## src/rtl/param_fixed_divider.sv

```systemverilog
// Sequential fixed-point divider: q = (A << FRAC_BITS) / B by restoring division,
// one quotient bit per clock, with divide-by-zero and saturating overflow flags.
module param_fixed_divider #(
  parameter int WIDTH     = 10,
  parameter int FRAC_BITS = 4,
  parameter int SIGNED    = 0
) (
  input  logic             clk,
  input  logic             sclr,
  input  logic             start,
  input  logic [WIDTH-1:0] data_a,
  input  logic [WIDTH-1:0] data_b,
  output logic             valid,
  output logic             ovf,
  output logic             dvz,
  output logic             busy,
  output logic [WIDTH-1:0] q
);

  localparam int N  = WIDTH + FRAC_BITS;
  localparam int CW = $clog2(N + 1);
  localparam logic [WIDTH-1:0] ONE_W   = WIDTH'(1);
  localparam logic [N-1:0]     MAX_NEG = N'(1) << (WIDTH - 1);
  localparam logic [N-1:0]     MAX_POS = MAX_NEG - N'(1);

  typedef enum logic [1:0] {IDLE = 2'd0, RUN = 2'd1, DONE = 2'd2} state_t;

  state_t           state_reg, state_next;
  logic [CW-1:0]    cnt_reg, cnt_next;
  logic [WIDTH-1:0] rem_reg, rem_next;
  logic [N-1:0]     dq_reg, dq_next;
  logic [WIDTH-1:0] b_reg, b_next;
  logic             sign_reg, sign_next;
  logic [WIDTH-1:0] q_reg, q_next;
  logic             ovf_reg, ovf_next;
  logic             dvz_reg, dvz_next;

  logic             neg_a, neg_b;
  logic [WIDTH-1:0] a_mag, b_mag;
  logic [WIDTH:0]   rem_shift;
  logic             ge;
  logic [WIDTH-1:0] diff;
  logic [N-1:0]     dq_iter;
  logic [WIDTH-1:0] res_q;
  logic             res_ovf;

  always_ff @(posedge clk) begin
    if (sclr) begin
      state_reg <= IDLE;
      cnt_reg   <= '0;
      rem_reg   <= '0;
      dq_reg    <= '0;
      b_reg     <= '0;
      sign_reg  <= 1'b0;
      q_reg     <= '0;
      ovf_reg   <= 1'b0;
      dvz_reg   <= 1'b0;
    end else begin
      state_reg <= state_next;
      cnt_reg   <= cnt_next;
      rem_reg   <= rem_next;
      dq_reg    <= dq_next;
      b_reg     <= b_next;
      sign_reg  <= sign_next;
      q_reg     <= q_next;
      ovf_reg   <= ovf_next;
      dvz_reg   <= dvz_next;
    end
  end

  // Magnitudes are W-bit unsigned so that -2^(W-1) maps to 2^(W-1) exactly.
  always_comb begin
    neg_a = (SIGNED != 0) && data_a[WIDTH-1];
    neg_b = (SIGNED != 0) && data_b[WIDTH-1];
    a_mag = neg_a ? (~data_a + ONE_W) : data_a;
    b_mag = neg_b ? (~data_b + ONE_W) : data_b;
  end

  // One restoring step. The remainder stays below the divisor, so when the
  // subtraction succeeds its low W bits are the exact new remainder.
  always_comb begin
    rem_shift = {rem_reg, dq_reg[N-1]};
    ge        = rem_shift >= {1'b0, b_reg};
    diff      = rem_shift[WIDTH-1:0] - b_reg;
    dq_iter   = {dq_reg[N-2:0], ge};
  end

  always_comb begin
    res_ovf = 1'b0;
    res_q   = dq_iter[WIDTH-1:0];
    if (SIGNED == 0) begin
      if ((dq_iter >> WIDTH) != '0) begin
        res_ovf = 1'b1;
        res_q   = '1;
      end
    end else if (sign_reg) begin
      if (dq_iter > MAX_NEG) begin
        res_ovf = 1'b1;
        res_q   = {1'b1, {(WIDTH-1){1'b0}}};
      end else begin
        res_q = ~dq_iter[WIDTH-1:0] + ONE_W;
      end
    end else if (dq_iter > MAX_POS) begin
      res_ovf = 1'b1;
      res_q   = {1'b0, {(WIDTH-1){1'b1}}};
    end
  end

  always_comb begin
    state_next = state_reg;
    cnt_next   = cnt_reg;
    rem_next   = rem_reg;
    dq_next    = dq_reg;
    b_next     = b_reg;
    sign_next  = sign_reg;
    q_next     = q_reg;
    ovf_next   = ovf_reg;
    dvz_next   = dvz_reg;
    case (state_reg)
      RUN: begin
        rem_next = ge ? diff : rem_shift[WIDTH-1:0];
        dq_next  = dq_iter;
        cnt_next = cnt_reg + CW'(1);
        if (cnt_reg == CW'(N - 1)) begin
          state_next = DONE;
          q_next     = res_q;
          ovf_next   = res_ovf;
        end
      end
      default: begin
        // IDLE and DONE both accept a new request; DONE falls back to IDLE otherwise.
        state_next = IDLE;
        if (start) begin
          ovf_next = 1'b0;
          dvz_next = 1'b0;
          if (data_b == '0) begin
            state_next = DONE;
            dvz_next   = 1'b1;
            q_next     = '0;
          end else begin
            state_next = RUN;
            cnt_next   = '0;
            rem_next   = '0;
            dq_next    = N'(a_mag) << FRAC_BITS;
            b_next     = b_mag;
            sign_next  = neg_a ^ neg_b;
          end
        end
      end
    endcase
  end

  assign valid = (state_reg == DONE);
  assign busy  = (state_reg == RUN);
  assign q     = q_reg;
  assign ovf   = ovf_reg;
  assign dvz   = dvz_reg;

endmodule

```

## config.mk

```make
export PLATFORM = sky130hd
export DESIGN_NAME = param_fixed_divider
export DESIGN_NICKNAME = d
export VERILOG_FILES = /design/src/rtl/param_fixed_divider.sv
export SDC_FILE = /design/constraint.sdc
export NUM_CORES = 1
export LEC_CHECK = 0
export BUFFER_PORTS_ARGS = -buffer_cell sky130_fd_sc_hd__clkbuf_2
export CAP_MARGIN = 20
export CORE_UTILIZATION = 56
export DETAILED_ROUTE_END_ITERATION = 7
export PLACE_DENSITY_LB_ADDON = 0.1
export SLEW_MARGIN = 20
export SYNTH_ARGS = -nofsm -noshare
export SYNTH_HDL_FRONTEND = slang
export SYNTH_SLANG_ARGS = --single-unit
```

## constraint.sdc

```tcl
create_clock -name clk -period 3.5 [get_ports clk]
set_input_delay 0.7 -clock clk [delete_from_list [all_inputs] [get_ports clk]]
set_output_delay 0.7 -clock clk [all_outputs]
set_load 0.03 [all_outputs]
```

==> impl_metrics.py, run 1 <==
metrics = {
    "clock_tree": {
        "numClockSinks": 52,
        "cts_made_buffers": 5,
        "post_cts_hold_buffer_count": 0,
        "clkLatencyLatePin_ps": 310,
        "ctsRootBufferMaster": "sky130_fd_sc_hd__clkbuf_8",
        "cts-resized-gates": 0,
        "max-clock-path-buffers": 2,
        "clk_pin_slew_worst_paths_ps": 90,
        "htreeDepth": 2,
        "tritoncts": "yes",
        "cts_setup_buffers": 0,
    },
    "cells_and_area": {
        "final_cell_area_um2": 2800,
        "area.growth.synth_to_final_pct": 11.7,
        "layout.core_utilization_pct": 67.5,
        "layout.cells.most_common": "sky130_fd_sc_hd__dfxtp_1",
        "antenna_cells": 0,
        "most-common-layout-cells": "52 x sky130_fd_sc_hd__dfxtp_1, 39 x sky130_fd_sc_hd__nand2_1, 36 x sky130_fd_sc_hd__clkbuf_2",
        "layout-drive-gt1-share_pct": 17.2,
        "nets": 360,
        "final-instance-count-excl-fill": 375,
        "flip_flop_count_of_the_largest_register_all_copies_and_words_added": 14,
        "filler_cell_count": 368,
    },
    "timing": {
        "worst_pin_slew_ps": 728,
        "fin_crit_share_pct": 70.9,
        "worst_clock_skew_ps": 9.45,
        "totalNegativeSetupSlack_ps": 0,
        "final_period_minus_worst_setup_slack_ps": 2480,
        "max_freq_mhz": 403,
        "timing_max_transition_violations_final": 0,
        "rsz0062_at_grt": "no",
        "timing.final.setup_violations": 0,
        "hold_viol": 0,
        "worst_slew_margin_rel_pct": 51.3,
    },
    "die": {
        "initial_utilization_pct": 60.4,
        "die_height_um": 68.9,
        "io_pins": 37,
        "die-width_um": 68.9,
        "floorplan.core_area_um2": 4140,
        "floorplan.die_area_um2": 4740,
        "core.rowCount": 23,
    },
    "global_routing": {
        "grt_overflow_total": 0,
        "grt_start_max_net_pins": 29,
        "globalRouteTotalUtil_pct": 25.1,
        "grt_antenna_before_repair": 0,
        "via_count_of_the_first_global_routing_pass": 1937,
        "grt_first_pass_wirelength_mm": 8.79,
    },
    "critical_path": {
        "worst-endpoint-required_ps": 3690,
        "slowest_delay_ps": 620,
        "cpLargestDelayFamily": "compound AO/OA/AOI/OAI gates",
        "cp.arrival_ps": 2670,
        "worstPathMaxFanout": 7,
        "timing.critical_path.from_type": "register",
        "worstSetupEndpointType": "register",
        "worst_path_cell_with_the_longest_stage_delay": "sky130_fd_sc_hd__o31ai_1",
        "critPathKind": "register to register",
        "combined_buffer_and_inverter_count_along_the_critical_path": 2,
        "path_cells": "inv_1, ha_1, nand3_1, o21bai_1, nand3_2, and2_1, o31ai_1, buf_4, o21ai_0",
    },
    "logic_synthesis": {
        "synth_compound_area_share_pct": 26.0,
        "postSynth.asyncResetShare_pct": 0,
        "yosys.area_share.simple_pct": 18.6,
        "syn-cell-area_um2": 2500,
        "synthXorXnorAreaFrac_pct": 2.10,
        "synthFlopType": "sky130_fd_sc_hd__dfxtp_1",
        "adder_cell_share_of_the_synthesized_area_pct": 6.79,
        "ys_types": 45,
        "synthesis.yosys.warnings": 0,
        "postSynthRegisterBits": 52,
        "synth_cells": 294,
        "multiplexer_share_of_the_synthesized_area_pct": 0,
        "postSynthAreaPerCell_um2": 8.52,
        "mappedNetlistNets": 330,
        "synth-edff-count": 0,
        "combinational_family_with_the_most_area_after_synthesis": "compound AO/OA/AOI/OAI gates",
        "ys_seq_area_share_pct": 41.6,
    },
    "placed_design": {
        "gp_congestion": 0.838,
        "post-place-cells": 367,
        "placedInstanceArea_um2": 2710,
        "io_buffers": 36,
        "post-dp-hpwl_mm": 3.96,
    },
    "drt": {
        "dr.first_iter.drc_count": 170,
        "drt-wirelength-per-cell_um": 14.4,
        "drtAntennaViolNets": 0,
        "detailedRoute.firstPassIterationCount": 5,
        "routed_via_density": 5.71,
        "routed_wirelength_mm": 5.38,
        "route.vias.total": 2143,
        "route.detailed.drc": 0,
    },
    "power_and_ir_drop": {
        "power.static_leakage_nw": 1.12,
        "worst_ir_drop_vdd_v": 0.000328,
        "power.density_nw_per_um2": 625,
    },
    "outcome": {
        "result_of_the_run": "completed",
    },
    "hold_path": {
        "hold_path.class": "register to register",
    },
    "job": {
        "maxCapViolCount": 0,
    },
}
[tightest hold or removal path: stages, from the launching register on]
cell,delay [ps]
sky130_fd_sc_hd__dfxtp_1,320
sky130_fd_sc_hd__nand2_1,50
sky130_fd_sc_hd__a21oi_1,50
[Yosys cell counts, drive strengths merged, types with 2 or more instances]
master	count	area share [%]
a211oi	2	0.80
a21o	3	0.90
a21oi	31	6.3
a222oi	10	4.0
a22oi	13	3.9
buf	5	1.0
clkbuf	13	2.0
dfxtp	52	42
ha	12	6.0
inv	13	1.9
nand2	39	5.8
nand2b	6	1.5
nand3	8	1.8
nor2	25	3.7
nor2b	7	1.7
nor3	4	0.80
nor4	2	0.50
o211ai	9	2.7
o21a	2	0.60
o21ai	12	2.4
o31ai	3	0.90
o41ai	2	1.0
xnor2	3	1.0
xor2	3	1.0
[metal layers]
layer	track usage [%]	wire length, um
met1	35.2	2570
met2	38.8	2470
met3	5.10	290
met4	7.40	56
met5	0	0
[metrics by stage]
step | power [mW] | hold WS, ps | setup WS, ps
after global placement | 1.40 | 440 | 1050
final | 1.75 | 453 | 1020
after global routing | 1.87 | 473 | 721
after CTS | 1.76 | 458 | 991
after floorplan | 1.27 | 436 | 1500
after detailed placement | 1.42 | 446 | 995
[kinds of logic (layout without fill, tap and decap cells)]
kind of cell,Yosys count,after routing
AO/OA/AOI/OAI,92,92
XOR/XNOR,6,6
flip-flops,52,52
buffers and inverters,31,62
AND/OR/NAND/NOR,100,100
adder cells (fa/ha/maj),13,13
[where the power goes]
part	leakage [nW]	internal, mW	switching [mW]
clock	0.0414	0.143	0.198
sequential	0.423	0.653	0.0578
combinational	0.656	0.298	0.401
total	1.12	1.09	0.657
[cell type report]
type | instances | area [um^2] | share of cell area, %
inverters | 13 | 48.8 | 1.74
clock inverters | 2 | 16.3 | 0.581
well taps | 50 | 62.6 | 2.24
clock buffers | 6 | 72.6 | 2.59
multi-input cells | 211 | 1340 | 47.9
flip-flops and latches | 52 | 1040 | 37.2
repair buffers | 41 | 218 | 7.78
[worst paths after layout]
path,slack (ps),endpoint,start,cells past startpoint
max,1020,rem_reg[8],b_reg[4],9
min,450,q[8],q[8],2
max reg2reg,1020,rem_reg[8],b_reg[4],9
min reg2reg,450,q[8],q[8],2
No activity file was read; power rests on OpenSTA's default activity.
==> run 2: changes to the inputs <==
==> constraint.sdc (replaced) <==
create_clock -name clk -period 2.6 [get_ports clk]
set_input_delay 0.52 -clock clk [delete_from_list [all_inputs] [get_ports clk]]
set_output_delay 0.52 -clock clk [all_outputs]
set_load 0.03 [all_outputs]
==> run 2 against run 1 <==
Effect of this change:
- combinational power up 35%
- critical path type unchanged
- critical path depth shrank 2
- cell area rose by 1.8%
- via count is 3.9% higher
- setup slack got worse by 760 ps
- die area stayed put
- clock power increased by 62%
- register-to-register slack lost 760 ps
- count of clock-buffer cells in the layout did not move
- critical endpoint is now rem_reg[0]
- core utilization grew 1.2 points
- highest routed layer unchanged
==> impl_metrics.py, run 2 (synthesis gave the netlist of run 1 again) <==
metrics = {
    "critical_path": {
        "worstSetupEndpointType": "register",
        "worst-endpoint-required_ps": 2830,
        "regToRegSetupSlack_ps": 260,
        "worstReg2RegEnd": "rem_reg[0]",
        "worstPathMaxFanout": 10,
        "cp.arrival_ps": 2580,
        "timing.critical_path.from_type": "register",
        "critPathKind": "register to register",
        "r2r_start": "rem_reg[7]",
        "reg2regPathDepth": 7,
    },
    "cells_and_area": {
        "layout-drive-gt1-share_pct": 18.5,
        "area.growth.synth_to_final_pct": 13.8,
        "nets": 364,
        "filler_cell_count": 350,
        "final-instance-count-excl-fill": 379,
        "flip_flop_count_of_the_largest_register_all_copies_and_words_added": 14,
        "multiInputGateArea_um2": 1340,
        "area.sequential_um2": 1040,
        "layout.cells.most_common": "sky130_fd_sc_hd__dfxtp_1",
        "antenna_cells": 0,
        "most-common-layout-cells": "52 x sky130_fd_sc_hd__dfxtp_1, 39 x sky130_fd_sc_hd__nand2_1, 36 x sky130_fd_sc_hd__clkbuf_2",
    },
    "placed_design": {
        "gp_congestion": 0.862,
        "post-place-cells": 371,
        "io_buffers": 36,
        "post-dp-hpwl_mm": 3.88,
    },
    "drt": {
        "routed_wirelength_mm": 5.50,
        "detailedRoute.firstPassIterationCount": 6,
        "drt-wirelength-per-cell_um": 14.5,
        "routed_via_density": 5.88,
        "route.detailed.drc": 0,
        "drtAntennaViolNets": 0,
        "route.vias.total": 2227,
        "dr.first_iter.drc_count": 139,
    },
    "global_routing": {
        "grt_first_pass_wirelength_mm": 8.96,
        "grt_start_max_net_pins": 45,
        "grt_antenna_before_repair": 0,
        "via_count_of_the_first_global_routing_pass": 1991,
        "grt_overflow_total": 0,
        "globalRouteTotalUtil_pct": 25.8,
    },
    "timing": {
        "totalNegativeSetupSlack_ps": 0,
        "worst_slew_margin_rel_pct": 50.3,
        "worst_clock_skew_ps": 10.7,
        "hold_viol": 0,
        "timing.final.setup_violations": 0,
        "max_freq_mhz": 427,
        "final_period_minus_worst_setup_slack_ps": 2340,
        "worst_pin_slew_ps": 743,
        "rsz0062_at_grt": "no",
        "fin_crit_share_pct": 90.1,
        "timing_max_transition_violations_final": 0,
    },
    "power_and_ir_drop": {
        "power.static_leakage_nw": 1.16,
        "worst_ir_drop_vdd_v": 0.000674,
        "power.density_nw_per_um2": 859,
    },
    "outcome": {
        "result_of_the_run": "completed",
    },
    "clock_tree": {
        "max-clock-path-buffers": 2,
        "ctsRootBufferMaster": "sky130_fd_sc_hd__clkbuf_8",
        "htreeDepth": 2,
        "post_cts_hold_buffer_count": 0,
        "numClockSinks": 52,
        "cts_setup_buffers": 0,
        "clkLatencyLatePin_ps": 310,
        "tritoncts": "yes",
        "clk_pin_slew_worst_paths_ps": 90,
        "cts_made_buffers": 5,
        "cts-resized-gates": 0,
    },
    "die": {
        "floorplan.die_area_um2": 4740,
        "die-width_um": 68.9,
        "floorplan.core_area_um2": 4140,
        "io_pins": 37,
        "die_height_um": 68.9,
        "initial_utilization_pct": 60.4,
        "core.rowCount": 23,
    },
    "job": {
        "maxCapViolCount": 0,
    },
    "hold_path": {
        "timing.hold.worst_endpoint": "b_reg[9]",
        "source_of_the_worst_hold_timing_path": "data_b[9]",
        "hold_path.class": "primary input to register",
        "min_path_cells": 3,
    },
}
run 2: metal layers:
layer	up-vias	part of all wire (%)	track usage [%]
li1	1128	-	-
met1	1024	45	34.3
met2	73	46	40.9
met3	2	8.9	8.88
met4	0	0.27	4.59
met5	-	0	0
run 2: how the worst max path moves through the flow:
stage / from / end / slack (ps)
after CTS: b_reg[1] / rem_reg[7] / 270
after detailed placement: data_b[1] / b_reg[5] / 250
final: rem_reg[7] / rem_reg[0] / 260
after global routing: b_reg[1] / rem_reg[9] / 40
after floorplan: b_reg[8] / rem_reg[4] / 600
after global placement: data_b[0] / b_reg[5] / 280
run 2: area by class of cell:
cell class,count,share of cell area [%]
timing repair buffer,45,8.69
inverter,13,1.71
clock buffer,6,2.55
sequential,52,36.5
clock inverter,2,1.23
multi-input combinational,211,47.1
tap,50,2.19
run 2: through the flow:
step | hold WS [ps] | cell area, um^2 | util [%] | power, mW | setup WS, ps
after floorplan | 436 | 2500 | - | 1.71 | 602
after global placement | 438 | 2740 | 66.1 | 1.88 | 285
after detailed placement | 444 | 2740 | 66.1 | 1.90 | 249
after CTS | 438 | 2850 | 68.7 | 2.46 | 266
after global routing | 439 | 2850 | 68.8 | 2.62 | 43.0
final | 446 | 2850 | 68.8 | 2.45 | 258
run 2: worst max-delay path, stage by stage, from the launching register on:
cell and delay (ps):
sky130_fd_sc_hd__dfxtp_1 350, sky130_fd_sc_hd__ha_1 380, sky130_fd_sc_hd__a21o_1 220, sky130_fd_sc_hd__a211oi_2 250, sky130_fd_sc_hd__o41ai_2 150, sky130_fd_sc_hd__a2111oi_4 620, sky130_fd_sc_hd__a22oi_1 200, sky130_fd_sc_hd__o21ai_0 110
run 2: where the power goes:
| part | internal [mW] | total, mW | switching [mW] |
|---|---|---|---|
| combinational | 0.403 | 0.941 | 0.539 |
| clock | 0.286 | 0.550 | 0.264 |
| sequential | 0.879 | 0.957 | 0.0786 |
| total | 1.57 | 2.45 | 0.881 |
==> run 3: changes to the inputs <==
--- a/config.mk
+++ b/config.mk
@@ -7,9 +7,11 @@
 export LEC_CHECK = 0
 export BUFFER_PORTS_ARGS = -buffer_cell sky130_fd_sc_hd__clkbuf_2
 export CAP_MARGIN = 20
+export CORE_ASPECT_RATIO = 0.5
 export CORE_UTILIZATION = 56
 export DETAILED_ROUTE_END_ITERATION = 7
 export PLACE_DENSITY_LB_ADDON = 0.1
+export SETUP_SLACK_MARGIN = 0.3
 export SLEW_MARGIN = 20
 export SYNTH_ARGS = -nofsm -noshare
 export SYNTH_HDL_FRONTEND = slang
==> run 3 against run 2 <==
Effect of this change:
- fmax grew 6.8%
- worst hold slack gained 3.3 ps
- routed wire length grew 9.3%
- clock power grew 3%
- cell area grew 4.0%
- largest cell class unchanged
- highest routed layer unchanged
- first-iteration DRC count grew 30%
- clock skew shrank 4.5 ps
==> impl_metrics.py, run 3 (synthesis gave the netlist of run 1 again) <==
metrics = {
    "timing": {
        "max_freq_mhz": 456,
        "final_period_minus_worst_setup_slack_ps": 2190,
        "worst_slew_margin_rel_pct": 47.4,
        "hold_viol": 0,
        "worst_clock_skew_ps": 6.12,
        "worst_pin_slew_ps": 786,
        "fin_crit_share_pct": 84.4,
        "timing.final.setup_violations": 0,
        "timing_max_transition_violations_final": 0,
        "totalNegativeSetupSlack_ps": 0,
        "rsz0062_at_grt": "yes",
    },
    "drt": {
        "detailedRoute.firstPassIterationCount": 6,
        "drtAntennaViolNets": 0,
        "routed_via_density": 5.99,
        "route.detailed.drc": 0,
        "route.vias.total": 2332,
        "dr.first_iter.drc_count": 181,
        "drt-wirelength-per-cell_um": 15.5,
        "routed_wirelength_mm": 6.01,
    },
    "global_routing": {
        "grt_overflow_total": 0,
        "grt_start_max_net_pins": 25,
        "grt_first_pass_wirelength_mm": 9.50,
        "grt_antenna_before_repair": 0,
        "globalRouteTotalUtil_pct": 25.8,
        "via_count_of_the_first_global_routing_pass": 2003,
    },
    "cells_and_area": {
        "layout.cells.most_common": "sky130_fd_sc_hd__dfxtp_1",
        "area.sequential_um2": 1040,
        "multiInputGateArea_um2": 1410,
        "layout-drive-gt1-share_pct": 21.5,
        "area.growth.synth_to_final_pct": 18.3,
        "most-common-layout-cells": "52 x sky130_fd_sc_hd__dfxtp_1, 39 x sky130_fd_sc_hd__nand2_1, 36 x sky130_fd_sc_hd__clkbuf_2",
        "antenna_cells": 0,
        "nets": 370,
        "layout.core_utilization_pct": 72.6,
        "flip_flop_count_of_the_largest_register_all_copies_and_words_added": 14,
        "filler_cell_count": 335,
        "final_cell_area_um2": 2960,
    },
    "critical_path": {
        "worstPathMaxFanout": 5,
        "cp.arrival_ps": 2380,
        "worstSetupEndpointType": "register",
        "timing.critical_path.from_type": "register",
        "worst-endpoint-required_ps": 2790,
        "critPathKind": "register to register",
    },
    "outcome": {
        "result_of_the_run": "completed",
    },
    "die": {
        "die_height_um": 49.3,
        "die-width_um": 96.6,
        "io_pins": 37,
        "floorplan.core_area_um2": 4080,
        "initial_utilization_pct": 61.3,
        "core.rowCount": 16,
        "floorplan.die_area_um2": 4760,
    },
    "clock_tree": {
        "numClockSinks": 52,
        "ctsRootBufferMaster": "sky130_fd_sc_hd__clkbuf_8",
        "post_cts_hold_buffer_count": 0,
        "max-clock-path-buffers": 2,
        "cts_made_buffers": 5,
        "clkLatencyLatePin_ps": 300,
        "clk_pin_slew_worst_paths_ps": 100,
        "htreeDepth": 2,
        "tritoncts": "yes",
    },
    "power_and_ir_drop": {
        "power.switching_mw": 1.03,
        "worst_ir_drop_vdd_v": 0.000410,
        "seqPwrFrac_pct": 35.2,
        "power.density_nw_per_um2": 921,
        "combinationalPowerShare_pct": 44.0,
        "cellInternalPower_mw": 1.70,
        "clock_share_of_power_pct": 20.8,
        "power.static_leakage_nw": 1.19,
        "report.power.total_mw": 2.73,
        "power_switching_share_pct": 37.6,
    },
    "placed_design": {
        "gp_congestion": 0.874,
        "io_buffers": 36,
        "post-dp-hpwl_mm": 4.10,
        "placedInstanceArea_um2": 2730,
    },
    "job": {
        "maxCapViolCount": 0,
    },
    "hold_path": {
        "hold_path.class": "primary input to register",
    },
}
-- run 3: critical path, cell delays in order (launching register included) --
cell	delay (ps)
sky130_fd_sc_hd__dfxtp_1	350
sky130_fd_sc_hd__ha_1	370
sky130_fd_sc_hd__a21o_1	210
sky130_fd_sc_hd__a211oi_2	300
sky130_fd_sc_hd__o41ai_4	180
sky130_fd_sc_hd__o31ai_4	340
sky130_fd_sc_hd__buf_2	220
sky130_fd_sc_hd__o21ai_0	100
-- run 3: through the flow --
| stage | instances | setup WS (ps) | hold slack (ps) |
|---|---|---|---|
| 2_1_floorplan | 294 | 602 | 436 |
| 6_report | 389 | 407 | 449 |
| 4_1_cts | 383 | 346 | 450 |
| 5_1_grt | 389 | 264 | 460 |
| 3_5_place_dp | 373 | 267 | 445 |
| 3_3_place_gp | 373 | 292 | 439 |
-- run 3: metal layers --
| layer | vias up | track usage [%] | wire length (um) |
|---|---|---|---|
| met3 | 4 | 6.39 | 343 |
| met2 | 74 | 40.5 | 2710 |
| met4 | 0 | 2.94 | 23 |
| met1 | 1108 | 36.8 | 2940 |
| li1 | 1146 | - | - |
| met5 | - | 0 | 0 |
-- run 3: path summary, 6_finish.rpt --
| kind | startpoint | end | slack (ps) | cells after the start |
|---|---|---|---|---|
| min | data_b[0] | b_reg[0] | 450 | 3 |
| max reg2reg | rem_reg[7] | rem_reg[9] | 410 | 7 |
| min reg2reg | b_reg[2] | b_reg[2] | 460 | 2 |
| max | rem_reg[7] | rem_reg[9] | 410 | 7 |
-- run 3: power by group through the flow --
stage	combinational, mW	clock, mW	sequential, mW
floorplan	0.759	0	0.948
global placement	0.914	0	0.969
detailed placement	0.941	0	0.970
CTS	0.977	0.571	0.952
global route	1.30	0.600	0.974
finish	1.20	0.567	0.962
-- run 3: final cells by class --
cell class,count,area share (%)
multi-input cells,211,47.4
flip-flops and latches,52,35.1
repair buffers,51,9.79
clock buffers,6,2.45
well taps,54,2.28
inverters,13,1.65
clock inverters,2,1.31
-- run 3: what timing repair did --
item | in CTS | in global routing
setup endpoints to repair | 10 | 10
pin swaps | 1 | 3
setup buffers | 2 | 5
gates cloned | 0 | 1
gates resized for setup | 1 | 9
